`src/rtl/hazard_sequencer_if.sv`:
```
// Pipeline hazard control bundle between the decode stage and the hazard sequencer.
//   Decode-side inputs : op_id, rs_id, rt_id, ex_load, ex_rd, md_done, resume
//   Control outputs    : pc_en, ifid_en, ifid_flush, idex_bubble, md_start,
//                        stall, halted, md_error
//   master modport : the pipeline side (drives decode info, observes controls)
//   slave modport  : the sequencer side
interface hazard_sequencer_if;
   logic [5:0] op_id;
   logic [2:0] rs_id;
   logic [2:0] rt_id;
   logic       ex_load;
   logic [2:0] ex_rd;
   logic       md_done;
   logic       resume;
   logic       pc_en;
   logic       ifid_en;
   logic       ifid_flush;
   logic       idex_bubble;
   logic       md_start;
   logic       stall;
   logic       halted;
   logic       md_error;

   modport master (
      output op_id, rs_id, rt_id, ex_load, ex_rd, md_done, resume,
      input  pc_en, ifid_en, ifid_flush, idex_bubble, md_start, stall, halted, md_error
   );

   modport slave (
      input  op_id, rs_id, rt_id, ex_load, ex_rd, md_done, resume,
      output pc_en, ifid_en, ifid_flush, idex_bubble, md_start, stall, halted, md_error
   );
endinterface

```
`src/rtl/hazard_sequencer.sv`:
```
// Hazard sequencer for a 5-stage pipeline: handles halt, jump flush,
// multi-cycle multiply/divide wait (with timeout) and load-use stalls.
//   clk   : rising-edge clock
//   reset : asynchronous, active-low reset
//   bus   : hazard_sequencer_if.slave (decode info in, pipeline controls out)
module hazard_sequencer #(
   parameter logic [5:0] OP_LOAD    = 6'b010100,
   parameter logic [5:0] OP_HLT     = 6'b010001,
   parameter logic [5:0] OP_MUL     = 6'b011000,
   parameter logic [3:0] JMP_PREFIX = 4'b0111,
   parameter int         MD_MAX     = 32
) (
   input  logic                  clk,
   input  logic                  reset,
   hazard_sequencer_if.slave     bus
);
   localparam int CW = $clog2(MD_MAX) + 1;
   localparam logic [CW-1:0] CNT_LAST = CW'(MD_MAX - 1);
   localparam logic [CW-1:0] CNT_SAT  = {CW{1'b1}};

   typedef enum logic [2:0] {
      S_RUN    = 3'd0,
      S_LSTALL = 3'd1,
      S_JFLUSH = 3'd2,
      S_MDWAIT = 3'd3,
      S_HALT   = 3'd4
   } state_t;

   state_t        r_state;
   state_t        w_next_state;
   logic [CW-1:0] r_cnt;
   logic          r_md_error;

   logic w_pc_en, w_ifid_en, w_ifid_flush, w_idex_bubble, w_md_start, w_halted;
   logic w_cnt_clr, w_cnt_inc, w_set_err;
   logic w_is_hlt, w_is_jmp, w_is_mul, w_load_use;

   // OP_LOAD identifies loads in ID; the EX-side load flag arrives decoded,
   // so the parameter only documents the encoding.
   logic w_unused_load;
   assign w_unused_load = (OP_LOAD == 6'd0);

   assign w_is_hlt   = (bus.op_id == OP_HLT);
   assign w_is_jmp   = (bus.op_id[5:2] == JMP_PREFIX);
   assign w_is_mul   = (bus.op_id == OP_MUL);
   // Register 0 is hardwired zero, so a load targeting it creates no hazard.
   assign w_load_use = bus.ex_load && (bus.ex_rd != 3'd0) &&
                       ((bus.ex_rd == bus.rs_id) || (bus.ex_rd == bus.rt_id));

   always_comb begin
      w_pc_en       = 1'b1;
      w_ifid_en     = 1'b1;
      w_ifid_flush  = 1'b0;
      w_idex_bubble = 1'b0;
      w_md_start    = 1'b0;
      w_halted      = 1'b0;
      w_cnt_clr     = 1'b0;
      w_cnt_inc     = 1'b0;
      w_set_err     = 1'b0;
      w_next_state  = S_RUN;

      case (r_state)
         S_RUN, S_LSTALL: begin
            if (w_is_hlt) begin
               w_pc_en       = 1'b0;
               w_ifid_en     = 1'b0;
               w_idex_bubble = 1'b1;
               w_next_state  = S_HALT;
            end else if (w_is_jmp) begin
               w_ifid_flush  = 1'b1;
               w_next_state  = S_JFLUSH;
            end else if (w_is_mul) begin
               w_md_start    = 1'b1;
               w_pc_en       = 1'b0;
               w_ifid_en     = 1'b0;
               w_idex_bubble = 1'b1;
               w_cnt_clr     = 1'b1;
               w_next_state  = S_MDWAIT;
            end else if ((r_state == S_RUN) && w_load_use) begin
               // Masked in LSTALL so each load-use costs exactly one bubble.
               w_pc_en       = 1'b0;
               w_ifid_en     = 1'b0;
               w_idex_bubble = 1'b1;
               w_next_state  = S_LSTALL;
            end
         end
         S_JFLUSH: begin
            // Second wrong-path fetch slot after a jump.
            w_ifid_flush = 1'b1;
         end
         S_MDWAIT: begin
            if (bus.md_done) begin
               w_next_state = S_RUN;
            end else if (r_cnt == CNT_LAST) begin
               w_set_err    = 1'b1;
               w_next_state = S_RUN;
            end else begin
               w_pc_en       = 1'b0;
               w_ifid_en     = 1'b0;
               w_idex_bubble = 1'b1;
               w_cnt_inc     = 1'b1;
               w_next_state  = S_MDWAIT;
            end
         end
         S_HALT: begin
            w_halted = 1'b1;
            if (bus.resume) begin
               // The HLT still sitting in IF/ID is discarded.
               w_ifid_flush = 1'b1;
               w_next_state = S_RUN;
            end else begin
               w_pc_en       = 1'b0;
               w_ifid_en     = 1'b0;
               w_idex_bubble = 1'b1;
               w_next_state  = S_HALT;
            end
         end
         default: w_next_state = S_RUN;
      endcase

      // Reset holds the pipeline frozen with a NOP in flight.
      if (!reset) begin
         w_pc_en       = 1'b0;
         w_ifid_en     = 1'b0;
         w_ifid_flush  = 1'b1;
         w_idex_bubble = 1'b1;
         w_md_start    = 1'b0;
         w_halted      = 1'b0;
      end
   end

   always_ff @(posedge clk or negedge reset) begin
      if (!reset) begin
         r_state    <= S_RUN;
         r_cnt      <= '0;
         r_md_error <= 1'b0;
      end else begin
         r_state <= w_next_state;
         if (w_cnt_clr)
            r_cnt <= '0;
         else if (w_cnt_inc && (r_cnt != CNT_SAT))
            r_cnt <= r_cnt + 1'b1;
         if (w_set_err)
            r_md_error <= 1'b1;
      end
   end

   assign bus.pc_en       = w_pc_en;
   assign bus.ifid_en     = w_ifid_en;
   assign bus.ifid_flush  = w_ifid_flush;
   assign bus.idex_bubble = w_idex_bubble;
   assign bus.md_start    = w_md_start;
   assign bus.stall       = ~w_pc_en;
   assign bus.halted      = w_halted;
   assign bus.md_error    = r_md_error;
endmodule

```
`src/flat_wrapper.sv`:
```
// flat-port wrapper written by rule: the top's interface ports become plain ports
module hazard_sequencer_flat 
#(
   parameter logic [5:0] OP_LOAD    = 6'b010100,
   parameter logic [5:0] OP_HLT     = 6'b010001,
   parameter logic [5:0] OP_MUL     = 6'b011000,
   parameter logic [3:0] JMP_PREFIX = 4'b0111,
   parameter int         MD_MAX     = 32
)
  (clk, reset, bus_op_id, bus_rs_id, bus_rt_id, bus_ex_load, bus_ex_rd, bus_md_done, bus_resume, bus_pc_en, bus_ifid_en, bus_ifid_flush, bus_idex_bubble, bus_md_start, bus_stall, bus_halted, bus_md_error);
  hazard_sequencer_if bus_i ();
  input  logic clk;
  input  logic reset;
  input wire logic [$bits(bus_i.op_id)-1:0] bus_op_id;
  input wire logic [$bits(bus_i.rs_id)-1:0] bus_rs_id;
  input wire logic [$bits(bus_i.rt_id)-1:0] bus_rt_id;
  input wire logic [$bits(bus_i.ex_load)-1:0] bus_ex_load;
  input wire logic [$bits(bus_i.ex_rd)-1:0] bus_ex_rd;
  input wire logic [$bits(bus_i.md_done)-1:0] bus_md_done;
  input wire logic [$bits(bus_i.resume)-1:0] bus_resume;
  output wire logic [$bits(bus_i.pc_en)-1:0] bus_pc_en;
  output wire logic [$bits(bus_i.ifid_en)-1:0] bus_ifid_en;
  output wire logic [$bits(bus_i.ifid_flush)-1:0] bus_ifid_flush;
  output wire logic [$bits(bus_i.idex_bubble)-1:0] bus_idex_bubble;
  output wire logic [$bits(bus_i.md_start)-1:0] bus_md_start;
  output wire logic [$bits(bus_i.stall)-1:0] bus_stall;
  output wire logic [$bits(bus_i.halted)-1:0] bus_halted;
  output wire logic [$bits(bus_i.md_error)-1:0] bus_md_error;
  assign bus_i.op_id = bus_op_id;
  assign bus_i.rs_id = bus_rs_id;
  assign bus_i.rt_id = bus_rt_id;
  assign bus_i.ex_load = bus_ex_load;
  assign bus_i.ex_rd = bus_ex_rd;
  assign bus_i.md_done = bus_md_done;
  assign bus_i.resume = bus_resume;
  assign bus_pc_en = bus_i.pc_en;
  assign bus_ifid_en = bus_i.ifid_en;
  assign bus_ifid_flush = bus_i.ifid_flush;
  assign bus_idex_bubble = bus_i.idex_bubble;
  assign bus_md_start = bus_i.md_start;
  assign bus_stall = bus_i.stall;
  assign bus_halted = bus_i.halted;
  assign bus_md_error = bus_i.md_error;
  hazard_sequencer #(.OP_LOAD(OP_LOAD), .OP_HLT(OP_HLT), .OP_MUL(OP_MUL), .JMP_PREFIX(JMP_PREFIX), .MD_MAX(MD_MAX)) u_core (.clk(clk), .reset(reset), .bus(bus_i));
endmodule
```
`config.mk`:
```
export PLATFORM = sky130hd
export DESIGN_NAME = hazard_sequencer_flat
export DESIGN_NICKNAME = d
export VERILOG_FILES = /design/src/rtl/hazard_sequencer_if.sv /design/src/rtl/hazard_sequencer.sv /design/src/flat_wrapper.sv
export SDC_FILE = /design/constraint.sdc
export NUM_CORES = 1
export LEC_CHECK = 0
export BUFFER_PORTS_ARGS = -buffer_cell sky130_fd_sc_hd__clkbuf_2
export CORE_ASPECT_RATIO = 0.9
export CORE_UTILIZATION = 35
export DETAILED_ROUTE_END_ITERATION = 6
export PLACE_DENSITY = 0.58
export REMOVE_ABC_BUFFERS = 1
export SETUP_SLACK_MARGIN = 0.02
export SLEW_MARGIN = 5
export SYNTH_ARGS = -nofsm -noshare
export SYNTH_HDL_FRONTEND = slang
export SYNTH_SLANG_ARGS = --single-unit
```
`constraint.sdc`:
```
create_clock -name clk -period 3.7 [get_ports clk]
set_input_delay 0.555 -clock clk [delete_from_list [all_inputs] [get_ports clk]]
set_output_delay 0.555 -clock clk [all_outputs]
set_load 0.05 [all_outputs]
```
# [Word-level counts from Yosys, hierarchy flattened]
# Index checks and enable logic that the tools add are counted.
[word_totals] memories=0 in_bits=20 ram_bits=0 wordCells=67 latch_bits=0 romBits=0 reg_bits=10 output_inout_bits=8
[classes] add_sub_neg=1 n_eq_ne=11 div=0 mux=42 bitwise_logic=1 order_cmp=0 n_shift=0 reduce_logical=9 mul=0
[op_table] cell="two-way mux 1 bit" n=30
[op_table] cell="equality test 6 x 5 -> 1 bit, second input constant" n=3
[op_table] cell="two-way mux 3 bit" n=5
[op_table] cell="two-way mux 6 bit" n=2
[op_table] cell="one-hot mux 1 bit (3 select lines)" n=3
[op_table] cell="one-hot mux 3 bit (3 select lines)" n=1
[op_table] cell="adder 6 x 1 -> 6 bit, second input constant" n=1
[op_table] cell="equality test 3 x 2 -> 1 bit, second input constant" n=2
[op_table] cell="equality test 3 bit" n=2
[op_table] cell="!= test 6 bit, second input constant" n=1
[op_table] cell="equality test 4 x 3 -> 1 bit, second input constant" n=1
[op_table] cell="logical AND 1 bit" n=4
[op_table] cell="equality test 3 x 1 -> 1 bit, second input constant" n=1
[op_table] cell="equality test 3 bit, second input constant" n=1
[op_table] cell="logical NOT 3 bit" n=1
[op_table] cell="nonzero test 3 bit" n=1
[op_table] cell="two-way mux 2 bit" n=1
[op_table] cell="nonzero test 2 bit" n=1
[op_table] cell="OR reduction 2 bit" n=1
[op_table] cell="logical OR 1 bit" n=1
[op_table] cell="NOT 1 bit" n=1

# [Longest topological paths before layout]
[logic_depth] depth_word=11 ltp_mapped=7 depth_no_buf=6

# [Worst setup path after synthesis]
# OpenSTA, ideal clock, no wires.
[synth_path] path_type="register -> output" start="register u_core.r_cnt[0]" end="output bus_idex_bubble" arrival_ns=2.194 slack_ns=0.951 path_buffers=0 stages_incl_launch_ff=6 path_cell_list="dfrtp_1 ha_1 nand4_2 nor2_2 or4b_4 a32oi_1"
[synth_between] elab_chain_cells=5
[synth_rtl] element="start, declared" line="hazard_sequencer.sv:31" source="logic [CW-1:0] r_cnt;"
[synth_rtl] element="start signal, assigned" line="hazard_sequencer.sv:142" source="r_cnt <= r_cnt + 1'b1;"
[synth_rtl] element="equality test 6 x 5 -> 1 bit" line="hazard_sequencer.sv:94" source="end else if (r_cnt == CNT_LAST) begin"
[synth_rtl] element="two-way mux 1 bit" line="hazard_sequencer.sv:94"
[synth_rtl] element="two-way mux 1 bit" line="hazard_sequencer.sv:92" source="if (bus.md_done) begin"
[synth_rtl] element="one-hot mux 1 bit (3 select lines)" line="hazard_sequencer.sv:62" source="case (r_state)"
[synth_rtl] element="two-way mux 1 bit" line="hazard_sequencer.sv:122" source="if (!reset) begin"
[synth_rtl] element="end, declared" line="flat_wrapper.sv:24" source="output wire logic [$bits(bus_i.idex_bubble)-1:0] bus_idex_bubble;"
# Every way passes these cells.

# [Worst setup path in the final report]
[layout_path] start="register u_core.r_cnt[0]" end="output bus_pc_en"
[layout_between] elab_chain_cells=5
[layout_rtl] element="equality test 6 x 5 -> 1 bit" line="hazard_sequencer.sv:94"
[layout_rtl] element="two-way mux 1 bit" line="hazard_sequencer.sv:94"
[layout_rtl] element="two-way mux 1 bit" line="hazard_sequencer.sv:92"
[layout_rtl] element="one-hot mux 1 bit (3 select lines)" line="hazard_sequencer.sv:62"
[layout_rtl] element="two-way mux 1 bit" line="hazard_sequencer.sv:122"
[layout_rtl] element="end, declared" line="flat_wrapper.sv:21" source="output wire logic [$bits(bus_i.pc_en)-1:0] bus_pc_en;"
# Every way passes these cells.

==> reports/qor.txt <==
Root Driver - clkbuf_4
DP Worst Slack - 1.27 ns
cell count after synthesis - 81
Post-Synth XOR/XNOR Area - 11.0%
Synth cell types - 32
Post-Synth Simple-Gate Area - 32.9%
Startpoint Class - flip-flop
DR vias/cell - 5.05
gpl congestion - 0.729
top_reg_cell synth - dfrtp_1
Rel. slew slack - 72.2%
Max Slew Vio Count - 0
mux cell area share after synthesis - 1.58%
sequential area share after synthesis - 35.0%
Syn Area/Cell - 8.82 sq um
final setup fails - 0
clock-pin slew on the worst setup and hold paths - 0.07 ns
Pleak - 0.444 nW
Post-CTS Hold Buffers - 0
Final WS setup - 0.983 ns
element type at the critical path end - primary output
Die W - 49.6 microns
largest area contributor in the netlist - dfrtp_1
initial antenna violation count - 0
largest net degree at the start of global routing - 17
drt drc - 0
combinational family with the most area after synthesis - simple AND/OR/NAND/NOR gates
Crit Path Max Fanout - 5
vias in the first global route - 584
WL per Instance - 11.1 microns
commonest cells after routing, fill and taps aside - clkbuf_2, nor2_1, dfrtp_1, nand2_1, nand3_1
async set-or-reset flop fraction in the synthesized netlist - 100%
post-synth top area share - 35.0%
share of layout cells above drive strength 1 - 35.5%
Area Growth Syn to Fin - 26.6%
WS Path Type - flip-flop to primary output
gr ovfl total - 0
RSZ-0062 raised after global routing - false
Initial DRC Count - 16
H-tree depth - 1
Synth Cell Area - 714 sq um
number of CTS-inserted buffers - 3
Final Hold Viols - 0
DRT Pass-1 Iters - 4
fmax - 0.368 GHz
dpl hpwl - 1200 microns
Initial Utilization - 37.3%
Chip Height - 44.9 microns
Worst EP required - 3.14 ns
minimum clock period - 2.72 ns
post-cts resize count - 0
vias post-DR - 682
Layout Nets - 132
row count - 15
Max-Cap Viols - 0
commonest non-fill, non-tap cell in the layout - clkbuf_2
largest cells by area after synthesis - dfrtp_1, xor2_1, nor2_1
clock buffer depth - 2
crit path DAT - 2.16 ns
Final Skew - 0.00167 ns
yosys warns - 0
Total GRT Usage - 15.8%
Ports - 28
clock sinks - 10
peak supply drop - 0.137 mV
Die Area - 2230 sq um
Final ANT Viol Nets - 0
IO buf count - 27
# diodes - 0
Pwr Density - 319 nW/um^2
global-route wire length before repair - 2590 microns
Compound-Gate Fraction of Synth Area - 14.4%
CTS tree - done
Tcrit/Tclk final - 73.4%
#FFs+latches synth - 10
Post-Route WL - 1490 microns
Hold WC Path Type - input port to async pin
Setup Buffers After CTS - 0
CORE AREA - 1910 sq um
Final TNS setup - 0 ns
Least-Margin Pin Slew - 0.415 ns
status - finished clean
adder-cell share of the synthesized area - 1.75%
number of enable flip-flop cells after synthesis - 0
Skew-Pair Late Insertion Delay - 0.27 ns
[cell usage after synthesis (2+ instances only)]
master / instances
buf_4: 2
nor2_2: 2
xnor2_1: 4
nand2_1: 7
a21oi_1: 3
dfrtp_1: 10
nand3_1: 6
o21ai_0: 5
xor2_1: 5
a32oi_1: 2
nor3_1: 5
nor2_1: 10
[worst max-delay path, stage by stage, from the launching register on]
cell and delay (ns):
dfrtp_1 0.41, ha_1 0.27, nand4_2 0.15, nor2_2 0.06, or4b_4 0.49, a32o_1 0.28, clkbuf_2 0.24
[final cells by class]
| cell class | count | area [sq um] |
|---|---|---|
| clock buffers | 4 | 36.3 |
| repair buffers | 28 | 143 |
| fillers | 206 | 1010 |
| flip-flops and latches | 10 | 250 |
| inverters | 1 | 3.75 |
| well taps | 25 | 31.3 |
| multi-input cells | 67 | 440 |
[registers in the layout (all words and copies together) (netlist names)]
signal / count
u_core.bus.md_error: 1
u_core.r_cnt: 6
u_core.r_state: 3
[metal layers]
layer	global-route usage [%]	up-vias	wire length (microns)
met2	23.2	22	657
met1	21.4	301	726
met4	6.86	0	24
met3	5.05	5	86
met5	0	-	0
li1	-	354	-
[path summary, 6_finish.rpt]
| path | startpoint | to | slack (ns) | depth (start not counted) |
|---|---|---|---|---|
| min reg2reg | u_core.bus.md_error | u_core.bus.md_error | 0.46 | 1 |
| min | reset | u_core.r_state[1] | 0.19 | 1 |
| max | u_core.r_cnt[0] | bus_pc_en | 0.98 | 6 |
| min in group clk | u_core.bus.md_error | u_core.bus.md_error | 0.46 | 1 |
| max in group asynchronous | reset | u_core.r_cnt[2] | 3.25 | 1 |
| max reg2reg | u_core.r_state[2] | u_core.r_cnt[5] | 2.25 | 6 |
[stage by stage]
| step | utilization (%) | cells | hold WS (ns) | total power [W] | instance area (sq um) |
|---|---|---|---|---|---|
| CTS | 47.3 | 135 | 0.190 | 0.000292 | 905 |
| global placement | 45.4 | 131 | 0.439 | 0.000189 | 868 |
| floorplan | - | 78 | 0.259 | 0.000165 | 694 |
| detailed placement | 45.4 | 131 | 0.446 | 0.000191 | 868 |
| global route | 47.3 | 135 | 0.204 | 0.000302 | 905 |
| finish | 47.3 | 135 | 0.185 | 0.000288 | 905 |
[where the power goes]
| part | switching [W] | internal (W) |
|---|---|---|
| Combinational | 0.0000453 | 0.0000250 |
| Sequential | 0.00000443 | 0.000113 |
| Clock | 0.0000408 | 0.0000599 |
| Total | 0.0000905 | 0.000198 |
[cell families after synthesis]
kind of cell | Yosys count
AOI/OAI and AO/OA | 15
and+or+nand+nor | 41
DFF | 10
adders and majority gates | 1
buffers and inverters | 4
muxes | 1
xor gates and xnor gates | 9
Note: power is estimated with default switching activity, not from simulation.
